**src/rtl/tt_ctrl_seq.sv**
```systemverilog
// Sequencer that selects one design on the mux chain by resetting and stepping the selection counter.
// Optional fast reselection (skips the chain reset when stepping forward) is enabled by `TT_CTRL_SEQ_FASTSEL_EN.
module tt_ctrl_seq #(
    parameter int RST_HOLD      = 2,
    parameter int UM_RST_CYCLES = 8
) (
    input  logic       clk,
    input  logic       rst,
    input  logic [9:0] sel_addr,
    input  logic       sel_req,
    output logic       sel_ack,
    input  logic       sel_off,
    output logic       busy,
    output logic       done,
    output logic [9:0] cur_addr,
    output logic       ctrl_sel_rst_n,
    output logic       ctrl_sel_inc,
    output logic       ctrl_ena,
    output logic       um_rst_n
);

    typedef enum logic [2:0] {
        IDLE,
        DIS,
        SRST,
        INC_HI,
        INC_LO,
        URST,
        RUN
    } state_e;

    localparam logic [7:0] SRST_LOAD = 8'(RST_HOLD - 1);
    localparam logic [7:0] URST_LOAD = 8'(UM_RST_CYCLES - 1);

    state_e     state_q, state_d;
    logic [9:0] tgt_q, tgt_d;
    logic [9:0] cur_q, cur_d;
    logic [7:0] cnt_q, cnt_d;
    logic       off_q, off_d;
    logic       busy_q, done_q, sel_rst_n_q, inc_q, ena_q, um_rst_n_q;
`ifdef TT_CTRL_SEQ_FASTSEL_EN
    logic       valid_q, valid_d;
`endif

    assign sel_ack        = sel_req & ~busy_q;
    assign busy           = busy_q;
    assign done           = done_q;
    assign cur_addr       = cur_q;
    assign ctrl_sel_rst_n = sel_rst_n_q;
    assign ctrl_sel_inc   = inc_q;
    assign ctrl_ena       = ena_q;
    assign um_rst_n       = um_rst_n_q;

    // cur_addr tracks the chain counter: it is cleared on entry to SRST and bumped on entry to INC_HI.
    always_comb begin
        state_d = state_q;
        tgt_d   = tgt_q;
        cur_d   = cur_q;
        cnt_d   = cnt_q;
        off_d   = off_q;
`ifdef TT_CTRL_SEQ_FASTSEL_EN
        valid_d = valid_q;
`endif
        case (state_q)
            IDLE, RUN: begin
                if (sel_ack) begin
                    tgt_d   = sel_addr;
                    off_d   = 1'b0;
                    state_d = DIS;
                end else if (state_q == RUN && sel_off) begin
                    off_d   = 1'b1;
                    state_d = DIS;
                end
            end
            DIS: begin
                if (off_q) begin
                    state_d = IDLE;
`ifdef TT_CTRL_SEQ_FASTSEL_EN
                end else if (valid_q && tgt_q > cur_q) begin
                    state_d = INC_HI;
                    cur_d   = cur_q + 10'd1;
                end else if (valid_q && tgt_q == cur_q) begin
                    state_d = URST;
                    cnt_d   = URST_LOAD;
`endif
                end else begin
                    state_d = SRST;
                    cur_d   = '0;
                    cnt_d   = SRST_LOAD;
`ifdef TT_CTRL_SEQ_FASTSEL_EN
                    valid_d = 1'b1;
`endif
                end
            end
            SRST, INC_LO: begin
                if (state_q == SRST && cnt_q != '0) begin
                    cnt_d = cnt_q - 8'd1;
                end else if (cur_q != tgt_q) begin
                    state_d = INC_HI;
                    cur_d   = cur_q + 10'd1;
                end else begin
                    state_d = URST;
                    cnt_d   = URST_LOAD;
                end
            end
            INC_HI: state_d = INC_LO;
            URST: begin
                if (cnt_q != '0) begin
                    cnt_d = cnt_q - 8'd1;
                end else begin
                    state_d = RUN;
                end
            end
            default: state_d = IDLE;
        endcase
    end

    // Outputs are decoded from the next state so each registered output lines up with its state.
    always_ff @(posedge clk) begin
        if (rst) begin
            state_q     <= IDLE;
            tgt_q       <= '0;
            cur_q       <= '0;
            cnt_q       <= '0;
            off_q       <= 1'b0;
            busy_q      <= 1'b0;
            done_q      <= 1'b0;
            sel_rst_n_q <= 1'b0;
            inc_q       <= 1'b0;
            ena_q       <= 1'b0;
            um_rst_n_q  <= 1'b0;
`ifdef TT_CTRL_SEQ_FASTSEL_EN
            valid_q     <= 1'b0;
`endif
        end else begin
            state_q     <= state_d;
            tgt_q       <= tgt_d;
            cur_q       <= cur_d;
            cnt_q       <= cnt_d;
            off_q       <= off_d;
            busy_q      <= (state_d != IDLE) && (state_d != RUN);
            done_q      <= (state_d == RUN) && (state_q != RUN);
            sel_rst_n_q <= (state_d != SRST);
            inc_q       <= (state_d == INC_HI);
            ena_q       <= (state_d == URST) || (state_d == RUN);
            um_rst_n_q  <= (state_d == RUN);
`ifdef TT_CTRL_SEQ_FASTSEL_EN
            valid_q     <= valid_d;
`endif
        end
    end

endmodule
```
**config.mk**
```make
export PLATFORM = sky130hd
export DESIGN_NAME = tt_ctrl_seq
export DESIGN_NICKNAME = d
export VERILOG_FILES = /design/src/rtl/tt_ctrl_seq.sv
export SDC_FILE = /design/constraint.sdc
export NUM_CORES = 1
export LEC_CHECK = 0
export CORE_AREA = 2 2 70 72
export CTS_CLUSTER_DIAMETER = 30
export DETAILED_ROUTE_END_ITERATION = 12
export DIE_AREA = 0 0 72 74
export DONT_BUFFER_PORTS = 1
export GPL_ROUTABILITY_DRIVEN = 1
export PLACE_DENSITY_LB_ADDON = 0.15
export REMOVE_ABC_BUFFERS = 1
export SYNTH_ARGS = -nofsm -noshare
export SYNTH_HDL_FRONTEND = slang
export SYNTH_SLANG_ARGS = --single-unit
```
**constraint.sdc**
```tcl
create_clock -name clk -period 5 [get_ports clk]
set_input_delay 1.5 -clock clk [delete_from_list [all_inputs] [get_ports clk]]
set_output_delay 1.5 -clock clk [all_outputs]
set_load 0.01 [all_outputs]
```
==> impl_results.md, run 1 <==
* Mux cell area share after synthesis at 0.0553
* Hold crit path type: flop to flop
* PwrDens at 641 nW/µm²
* Peak supply drop at 0.205 mV
* Number of post-CTS setup repair buffers at 0
* Tcrit/Tclk final at 0.707
* Cells after Synth at 231
* Crit start category: primary input
* Count leader, synth: dfxtp_1
* LEAKAGE at 0.862 nW
* Largest family of logic cells by synthesized area: simple AND/OR/NAND/NOR gates
* ANT cells at 0
* Register share of total power at 0.333
* Die W at 72 µm
* RSZ-0062 raised after global routing: no
* Synth area leaders: dfxtp_1 38%, mux2i_1 5.5%, xor2_1 5.3%
* Number of buffer and inverter stages on the critical path at 0
* Clk slew on worst S/H paths at 0.07 ns
* Post-Synth XOR/XNOR Area at 0.0572
* NetSw at 0.000571 W
* Dpl hpwl at 2910 µm
* Yosys warning count at 0
* Power Internal at 0.000780 W
* Clk Latency, worst-skew pair at 0.29 ns
* Post-synthesis simple-gate area fraction at 0.255
* Max Cap Viol at 0
* Clock Tree Root: clkbuf_8
* GRT Total Usage at 0.170
* Cell taking the most area after synthesis: dfxtp_1
* Core region area at 4600 µm²
* Max incr delay on CP at 0.53 ns
* Setup CP Type: primary input to output port
* Vias in the first global route at 1525
* Setup Viol. Count Final at 0
* Worst slew pin tran at 0.761 ns
* Hold-fix buffers, CTS at 0
* Crit-path cells: nor2b_1
* Share of total power in combinational logic at 0.479
* Run status: complete, no violations
* Largest net degree at the start of global routing at 30
* Async set-or-reset flop fraction in the synthesized netlist at 0
* CP top delay family: simple AND/OR/NAND/NOR gates
* H-tree depth at 2
* Number of CTS-inserted buffers at 5
* Sw Ratio at 0.423
* Total gr overflow at 0
* Adder-cell share of the synthesized area at 0.0126
* Max stage delay cell, worst path: nor2b_1
* Area delta synth->final at 6.04%
* Fin Setup TNS at 0 ns
* Cell Area, Synth at 1990 µm²
* DR vias at 1602
* Register bit total from synthesis at 38
* Clock power share at 0.188
* Slew HR at 0.488
* Ys flop type: dfxtp_1
* Initial DRC Count at 124
* Synth top area share at 0.382
* Unique masters post-synth at 52
* Starting Density at 0.433
* Buffers added on ports at 0
* Total detailed-routing wirelength at 4160 µm
* FMAX at 283 MHz
* Top cells by count, synth: 38 x dfxtp_1, 25 x nor2_1, 19 x a21oi_1
* Worst path arrival time at 2.04 ns
* Hold Vio Cnt, Final at 0
* Max clock buf depth at 2
* Gp weighted congestion at 0.774
* Clock Skews at 0.00490 ns
* Worst-case hold slack at 0.474 ns
* Die Height at 74 µm
* DRC viols at 0
* Site row count at 25
* Synth Area in Compound Gates at 0.199
* Final Max Tran Viols at 0
* Layout cells sized above 1 at 0.0746
* Wirelength per Cell at 14.8 µm
* Routed Antenna Nets at 0
* Die area at 5330 µm²
* # resized after CTS at 0
* Vias per cell at 5.68
* # clock sinks at 38
* Critical Path Sink Type: output port
* Sequential area share after synthesis at 0.382
* EDFF count, synth at 0
* Boundary Pins at 31
* NumNets Final at 243
* CTS tree: built
* Syn Area/Cell at 8.61 µm²
* DR pass1 iterations at 4
* Initial antenna violation count at 0
* Minimum clock period at 3.54 ns
* First-pass GRT wire length at 7060 µm
* Worst-path maximum fanout at 8
* Req. time, crit path at 3.50 ns
## power groups by stage
stage	combinational (W)	clock (W)	sequential [W]
2_1_floorplan	0.000538	0	0.000436
3_3_place_gp	0.000650	0	0.000456
3_5_place_dp	0.000649	0	0.000457
4_1_cts	0.000653	0.000261	0.000449
5_1_grt	0.000736	0.000274	0.000462
6_report	0.000647	0.000254	0.000450
## per-stage QoR
step / cell area (µm²) / utilization / setup WS [ns] / power (W) / instances
floorplan: 1940 / - / 1.59 / 0.000974 / 220
global placement: 2000 / 0.436 / 1.50 / 0.00111 / 274
detailed placement: 2000 / 0.436 / 1.48 / 0.00111 / 274
CTS: 2110 / 0.459 / 1.48 / 0.00136 / 282
global route: 2110 / 0.459 / 1.43 / 0.00147 / 282
finish: 2110 / 0.459 / 1.46 / 0.00135 / 282
## metal layers
metal,share of wire,track usage,routed length [µm]
met1,0.48,0.209,1990
met2,0.46,0.280,1900
met3,0.055,0.0501,229
met4,0.012,0.0713,48
met5,0,0,0
## sequential cells by signal (all words and copies together) (netlist names)
| signal | cells |
|---|---|
| cnt_q | 8 |
| ctrl_sel_rst_n | 1 |
| tgt_q | 10 |
| um_rst_n | 1 |
| off_q | 1 |
| ctrl_ena | 1 |
| busy | 1 |
| done | 1 |
| state_q | 3 |
| ctrl_sel_inc | 1 |
| cur_addr | 10 |
## path summary, 6_finish.rpt
check	to	cells after the start	start	slack (ns)
worst max-delay path	sel_ack	1	sel_req	1.46
worst max register to register	cnt_q[2]$_SDFFE_PP0P_	6	state_q[2]$_SDFF_PP0_	2.51
worst min register to register	cnt_q[7]$_SDFFE_PP0P_	1	cnt_q[7]$_SDFFE_PP0P_	0.47
worst min-delay path	cnt_q[7]$_SDFFE_PP0P_	1	cnt_q[7]$_SDFFE_PP0P_	0.47
## layout by cell type (no fill, tap or decap), types with 2 or more instances in the layout
| cell | n |
|---|---|
| nor3_1 | 5 |
| nand2_1 | 13 |
| and3_1 | 2 |
| or4_1 | 2 |
| nand4_1 | 4 |
| clkbuf_1 | 2 |
| dfxtp_1 | 38 |
| a311oi_1 | 5 |
| clkbuf_8 | 5 |
| o21ai_0 | 13 |
| mux2i_1 | 11 |
| nand3_1 | 6 |
| a31oi_1 | 2 |
| or2_2 | 2 |
| nor4_1 | 5 |
| nor2_1 | 25 |
| xor2_1 | 12 |
| o31ai_1 | 3 |
| nand2b_1 | 6 |
| nand3b_1 | 2 |
| o21a_1 | 2 |
| o211a_1 | 2 |
| nor3b_1 | 2 |
| inv_1 | 6 |
| or3_1 | 3 |
| and2_1 | 2 |
| ha_1 | 2 |
| a21oi_1 | 19 |
| nor2b_1 | 4 |
| nor4b_1 | 2 |
## layout make-up
type                    instances  area (µm²)
fillers                       457        2490
multi-input cells             176        1150
flip-flops and latches         38         761
clock buffers                   7        76.3
well taps                      54        67.6
clock inverters                 1        30.0
inverters                       6        22.5
## cells by family after synthesis
kind of cell             Yosys count
flip-flops                        38
XOR/XNOR                          13
AO/OA/AOI/OAI                     59
multiplexers                      11
adder cells (fa/ha/maj)            2
buffers and inverters             17
AND/OR/NAND/NOR                   91
Note: power is estimated with default switching activity, not from simulation.
==> run 2: changes to the inputs <==
==> constraint.sdc (replaced) <==
create_clock -name clk -period 3.11 [get_ports clk]
set_input_delay 0.933 -clock clk [delete_from_list [all_inputs] [get_ports clk]]
set_output_delay 0.933 -clock clk [all_outputs]
set_load 0.01 [all_outputs]
==> impl_results.md, run 2 (synthesized netlist as in run 1, its figures left out) <==
* Core region area at 4600 µm² (unchanged)
* FMAX at 421 MHz
* Final Max Tran Viols at 0 (unchanged)
* PnR Total Power at 0.00221 W (was 0.00135 W)
* Site row count at 25 (unchanged)
* FF-to-FF End: cur_addr[7]$_SDFFE_PP0P_ (was cnt_q[2]$_SDFFE_PP0P_)
* Boundary Pins at 31 (unchanged)
* ANT cells at 0 (unchanged)
* H-tree depth at 2 (unchanged)
* Most frequent cells in the layout: 38 x dfxtp_1, 25 x nor2_1, 19 x a21oi_1, 13 x nand2_1, 13 x o21ai_0 (unchanged)
* DRC viols at 0 (unchanged)
* GRT Total Usage at 0.172 (was 0.170)
* Run status: complete, no violations (unchanged)
* Worst slew pin tran at 0.724 ns (was 0.761 ns)
* Crit-path cells: inv_1, ha_1, or4b_4, nor2_8, a211o_4, nand2_2, or4_1, a21oi_1 (was nor2b_1)
* Hold Path End: cnt_q[7]$_SDFFE_PP0P_ (unchanged)
* Worst path arrival time at 2.60 ns (was 2.04 ns)
* Min-delay src: cnt_q[7]$_SDFFE_PP0P_ (unchanged)
* RSZ-0062 raised after global routing: no (unchanged)
* # resized after CTS at 0 (unchanged)
* Starting Density at 0.433 (unchanged)
* Peak supply drop at 0.311 mV (was 0.205 mV)
* Die W at 72 µm (unchanged)
* Critical Path Sink Type: flop (was output port)
* Max Cap Viol at 0 (unchanged)
* Wirelength per Cell at 14.6 µm (was 14.8 µm)
* Clock Tree Root: clkbuf_8 (unchanged)
* Die area at 5330 µm² (unchanged)
* Buffers added on ports at 0 (unchanged)
* Hold Vio Cnt, Final at 0 (unchanged)
* Area of placed instances at 2030 µm² (was 2000 µm²)
* CTS tree: built (unchanged)
* Number of buffer and inverter stages on the critical path at 1 (was 0)
* Number of CTS-inserted buffers at 5 (unchanged)
* FF-to-FF Start: cnt_q[0]$_SDFFE_PP0P_ (was state_q[2]$_SDFF_PP0_)
* Hold-fix buffers, CTS at 0 (unchanged)
* Largest net degree at the start of global routing at 30 (unchanged)
* NumNets Final at 247 (was 243)
* Total detailed-routing wirelength at 4160 µm (unchanged)
* Worst Hold Depth at 1 (unchanged)
* Setup Viol. Count Final at 0 (unchanged)
* Clock Skews at 0.00197 ns (was 0.00490 ns)
* Post-Layout Inst Area at 2140 µm² (was 2110 µm²)
* Routed Antenna Nets at 0 (unchanged)
* Initial DRC Count at 127 (was 124)
* Initial antenna violation count at 0 (unchanged)
* Vias in the first global route at 1481 (was 1525)
* Max incr delay on CP at 0.54 ns (was 0.53 ns)
* Reg2Reg Setup Slack at 0.73 ns (was 2.51 ns)
* Crit start category: flop (was primary input)
* Worst-path maximum fanout at 11 (was 8)
* Setup CP Type: flop to flop (was primary input to output port)
* Max clock buf depth at 2 (unchanged)
* Clk slew on worst S/H paths at 0.07 ns (about the same)
* Clk Latency, worst-skew pair at 0.29 ns (about the same)
* Hold crit path type: flop to flop (unchanged)
* Gp weighted congestion at 0.773 (was 0.774)
* Minimum clock period at 2.38 ns
* Total gr overflow at 0 (unchanged)
* Slew HR at 0.516 (was 0.488)
* Die Height at 74 µm (unchanged)
* DR vias at 1606 (was 1602)
* Max stage delay cell, worst path: or4b_4 (was nor2b_1)
* Final core occ at 0.465 (was 0.459)
* Number of post-CTS setup repair buffers at 0 (unchanged)
* Area delta synth->final at 7.55% (was 6.04%)
* # clock sinks at 38 (unchanged)
* LEAKAGE at 0.882 nW (was 0.862 nW)
* Tcrit/Tclk final at 0.764
* Layout cells sized above 1 at 0.0905 (was 0.0746)
* Vias per cell at 5.62 (was 5.68)
* Fin Setup TNS at 0 ns (unchanged)
* FF-to-FF path depth at 8 (was 6)
* Most common cell after layout, fill and taps aside: dfxtp_1 (unchanged)
* DR pass1 iterations at 4 (unchanged)
* Req. time, crit path at 3.34 ns (was 3.50 ns)
* CP top delay family: simple AND/OR/NAND/NOR gates (unchanged)
* Dpl hpwl at 2890 µm (was 2910 µm)
* PwrDens at 1030 nW/µm² (was 641 nW/µm²)
* First-pass GRT wire length at 7100 µm (was 7060 µm)
## run 2: worst max-delay path by stage
stage	start	cells after the start	endpoint
after floorplan	sel_req	1	sel_ack
after global routing	cnt_q[0]$_SDFFE_PP0P_	8	cur_addr[5]$_SDFFE_PP0P_
final	cnt_q[0]$_SDFFE_PP0P_	8	cur_addr[7]$_SDFFE_PP0P_
after CTS	cnt_q[0]$_SDFFE_PP0P_	8	cur_addr[7]$_SDFFE_PP0P_
after detailed placement	sel_req	7	ctrl_ena$_SDFF_PP0_
after global placement	sel_req	7	done$_SDFF_PP0_
## run 2: area by class of cell
cell class / count / area, µm²
clock buffer: 7 / 76.3
timing repair buffer: 4 / 30.0
clock inverter: 1 / 30.0
tap: 54 / 67.6
fill: 465 / 2460
sequential: 38 / 761
multi-input combinational: 176 / 1150
inverter: 6 / 22.5
## run 2: stage by stage
stage	cells	worst slack (ns)	hold WS (ns)
2_1_floorplan	220	0.832	0.435
3_3_place_gp	278	0.742	0.463
3_5_place_dp	278	0.713	0.467
4_1_cts	286	0.735	0.477
5_1_grt	286	0.595	0.511
6_report	286	0.734	0.474
## run 2: layer usage
layer | GRT usage | wire (µm) | up-vias
met5 | 0 | 0 | -
met4 | 0.0860 | 91 | 0
met1 | 0.228 | 2000 | 723
met3 | 0.0596 | 238 | 9
li1 | - | - | 840
met2 | 0.250 | 1830 | 34
## run 2: report_power, final
part | total (W) | switching (W) | internal, W
Combinational | 0.00108 | 0.000625 | 0.000453
Clock | 0.000409 | 0.000170 | 0.000240
Sequential | 0.000722 | 0.000131 | 0.000591
Total | 0.00221 | 0.000925 | 0.00128
==> run 3: changes to the inputs <==
==> constraint.sdc (replaced) <==
create_clock -name clk -period 2.2 [get_ports clk]
set_input_delay 0.66 -clock clk [delete_from_list [all_inputs] [get_ports clk]]
set_output_delay 0.66 -clock clk [all_outputs]
set_load 0.01 [all_outputs]
==> impl_results.md, run 3 (synthesized netlist as in run 1, its figures left out) <==
* Run status: complete, no violations (unchanged)
* Gp weighted congestion at 0.821 (was 0.773)
* Fin Setup TNS at 0 ns (unchanged)
* Die W at 72 µm (unchanged)
* Minimum clock period at 2.12 ns (was 2.38 ns)
* First-pass GRT wire length at 7250 µm (was 7100 µm)
* CTS tree: built (unchanged)
* Area of the multi-input gates at 1160 µm² (was 1150 µm²)
* Final Max Tran Viols at 0 (unchanged)
* Max clock buf depth at 2 (unchanged)
* WL met3 at 279 µm (was 238 µm)
* Site row count at 25 (unchanged)
* GRT Total Usage at 0.174 (was 0.172)
* Clock Tree Root: clkbuf_8 (unchanged)
* Total gr overflow at 0 (unchanged)
* Worst Slack Setup Final at 0.0827 ns (was 0.734 ns)
* Vias per cell at 5.58 (was 5.62)
* Hold-fix buffers, CTS at 0 (unchanged)
* Die area at 5330 µm² (unchanged)
* Core region area at 4600 µm² (unchanged)
* Tcrit/Tclk final at 0.962 (was 0.764)
* Clk slew on worst S/H paths at 0.07 ns (about the same)
* Starting Density at 0.433 (unchanged)
* Req. time, crit path at 2.43 ns (was 3.34 ns)
* Worst path arrival time at 2.35 ns (was 2.60 ns)
* Initial antenna violation count at 0 (unchanged)
* Clock Skews at 0.00687 ns (was 0.00197 ns)
* PwrDens at 1530 nW/µm² (was 1030 nW/µm²)
* Register area at 761 µm² (unchanged)
* Buffers added on ports at 0 (unchanged)
* Critical Path Sink Type: flop (unchanged)
* Dpl hpwl at 3170 µm (was 2890 µm)
* Hold crit path type: primary input to flop (was flop to flop)
* Hold Vio Cnt, Final at 0 (unchanged)
* LEAKAGE at 1.04 nW (was 0.882 nW)
* Number of CTS-inserted buffers at 5 (unchanged)
* Setup Viol. Count Final at 0 (unchanged)
* H-tree depth at 2 (unchanged)
* Dpl cells at 301 (was 278)
* Peak supply drop at 0.468 mV (was 0.311 mV)
* Routed met1 length at 2020 µm (was 2000 µm)
* DR pass1 iterations at 4 (unchanged)
* Top Metal Used: met4 (unchanged)
* Vias in the first global route at 1571 (was 1481)
* Cell Count, Final, Fillers Out at 312 (was 286)
* Crit start category: flop (unchanged)
* Worst slew pin tran at 0.409 ns (was 0.724 ns)
* FMAX at 472 MHz (was 421 MHz)
* Clk Latency, worst-skew pair at 0.29 ns (about the same)
* Layout cells sized above 1 at 0.194 (was 0.0905)
* Initial DRC Count at 124 (was 127)
* Setup CP Type: flop to flop (unchanged)
* NumNets Final at 273 (was 247)
* Max Cap Viol at 0 (unchanged)
* RSZ-0062 raised after global routing: no (unchanged)
* DR vias at 1742 (was 1606)
* Boundary Pins at 31 (unchanged)
* Area delta synth->final at 19.5% (was 7.55%)
* Largest net degree at the start of global routing at 30 (unchanged)
* DRC viols at 0 (unchanged)
* Most common cell after layout, fill and taps aside: dfxtp_1 (unchanged)
* Die Height at 74 µm (unchanged)
* Fill cell count at 449 (was 465)
* Worst-path maximum fanout at 8 (was 11)
* # clock sinks at 38 (unchanged)
* Pre-CTS setup slack at 0.0218 ns (was 0.713 ns)
* Total detailed-routing wirelength at 4400 µm (was 4160 µm)
* Wirelength per Cell at 14.1 µm (was 14.6 µm)
* Slew HR at 0.724 (was 0.516)
* Most frequent cells in the layout: 38 x dfxtp_1, 30 x buf_4, 25 x nor2_1, 19 x a21oi_1 (was 38 x dfxtp_1, 25 x nor2_1, 19 x a21oi_1, 13 x nand2_1, 13 x o21ai_0)
* Met2 routed WL at 2030 µm (was 1830 µm)
* Routed Antenna Nets at 0 (unchanged)
* ANT cells at 0 (unchanged)
[run 3: cell count changes in the layout (fill, tap and decap cells not counted), sizes merged]
cell	previous run	this run
buf	4	30
bufinv	1	2
clkbuf	7	6
[run 3: routing by layer]
layer  vias up  global-route usage
li1        896                   -
met1       795               0.218
met2        45               0.278
met3         6              0.0556
met4         0              0.0755
met5         -                   0
[run 3: final cells by class]
type | count | area share
Inverter | 6 | 0.00947
Multi-Input combinational cell | 176 | 0.487
Timing Repair Buffer | 30 | 0.0947
Clock inverter | 2 | 0.0253
Sequential cell | 38 | 0.320
Clock buffer | 6 | 0.0347
Tap cell | 54 | 0.0284
[run 3: worst paths after layout]
kind              slack (ns)  depth (start not counted)                   from                        to
setup / recovery        0.08                          8  cnt_q[0]$_SDFFE_PP0P_  cur_addr[5]$_SDFFE_PP0P_
hold / removal          0.43                          1                    rst     tgt_q[3]$_SDFFE_PP0P_
setup reg to reg        0.08                          8  cnt_q[0]$_SDFFE_PP0P_  cur_addr[5]$_SDFFE_PP0P_
hold reg to reg         0.48                          1  cnt_q[7]$_SDFFE_PP0P_     cnt_q[7]$_SDFFE_PP0P_
[run 3: report_power, final]
group          switching, W  internal, W
Clock              0.000248     0.000484
Sequential         0.000146     0.000835
Combinational       0.00101     0.000915
Total               0.00141      0.00223
[run 3: timing repair]
item                                    4_1_cts  5_1_grt
gates resized for setup                       0        2
buffers inserted                              0        3
endpoints found under the setup margin        0        7
[run 3: through the flow]
stage,total power [W],hold slack [ns],instance area [µm²],utilization
2_1_floorplan,0.00221,0.435,1940,-
3_3_place_gp,0.00282,0.463,2210,0.480
3_5_place_dp,0.00283,0.472,2210,0.480
4_1_cts,0.00358,0.413,2350,0.511
5_1_grt,0.00391,0.412,2380,0.517
6_report,0.00364,0.429,2380,0.517
[run 3: worst max-delay path, stage by stage, from the launching register on]
cell and delay, ns:
dfxtp_1 0.31, inv_1 0.05, ha_1 0.15, or4b_4 0.52
nor2_8 0.13, a211o_4 0.17, nand2_4 0.08, or4_1 0.50
a21oi_1 0.15
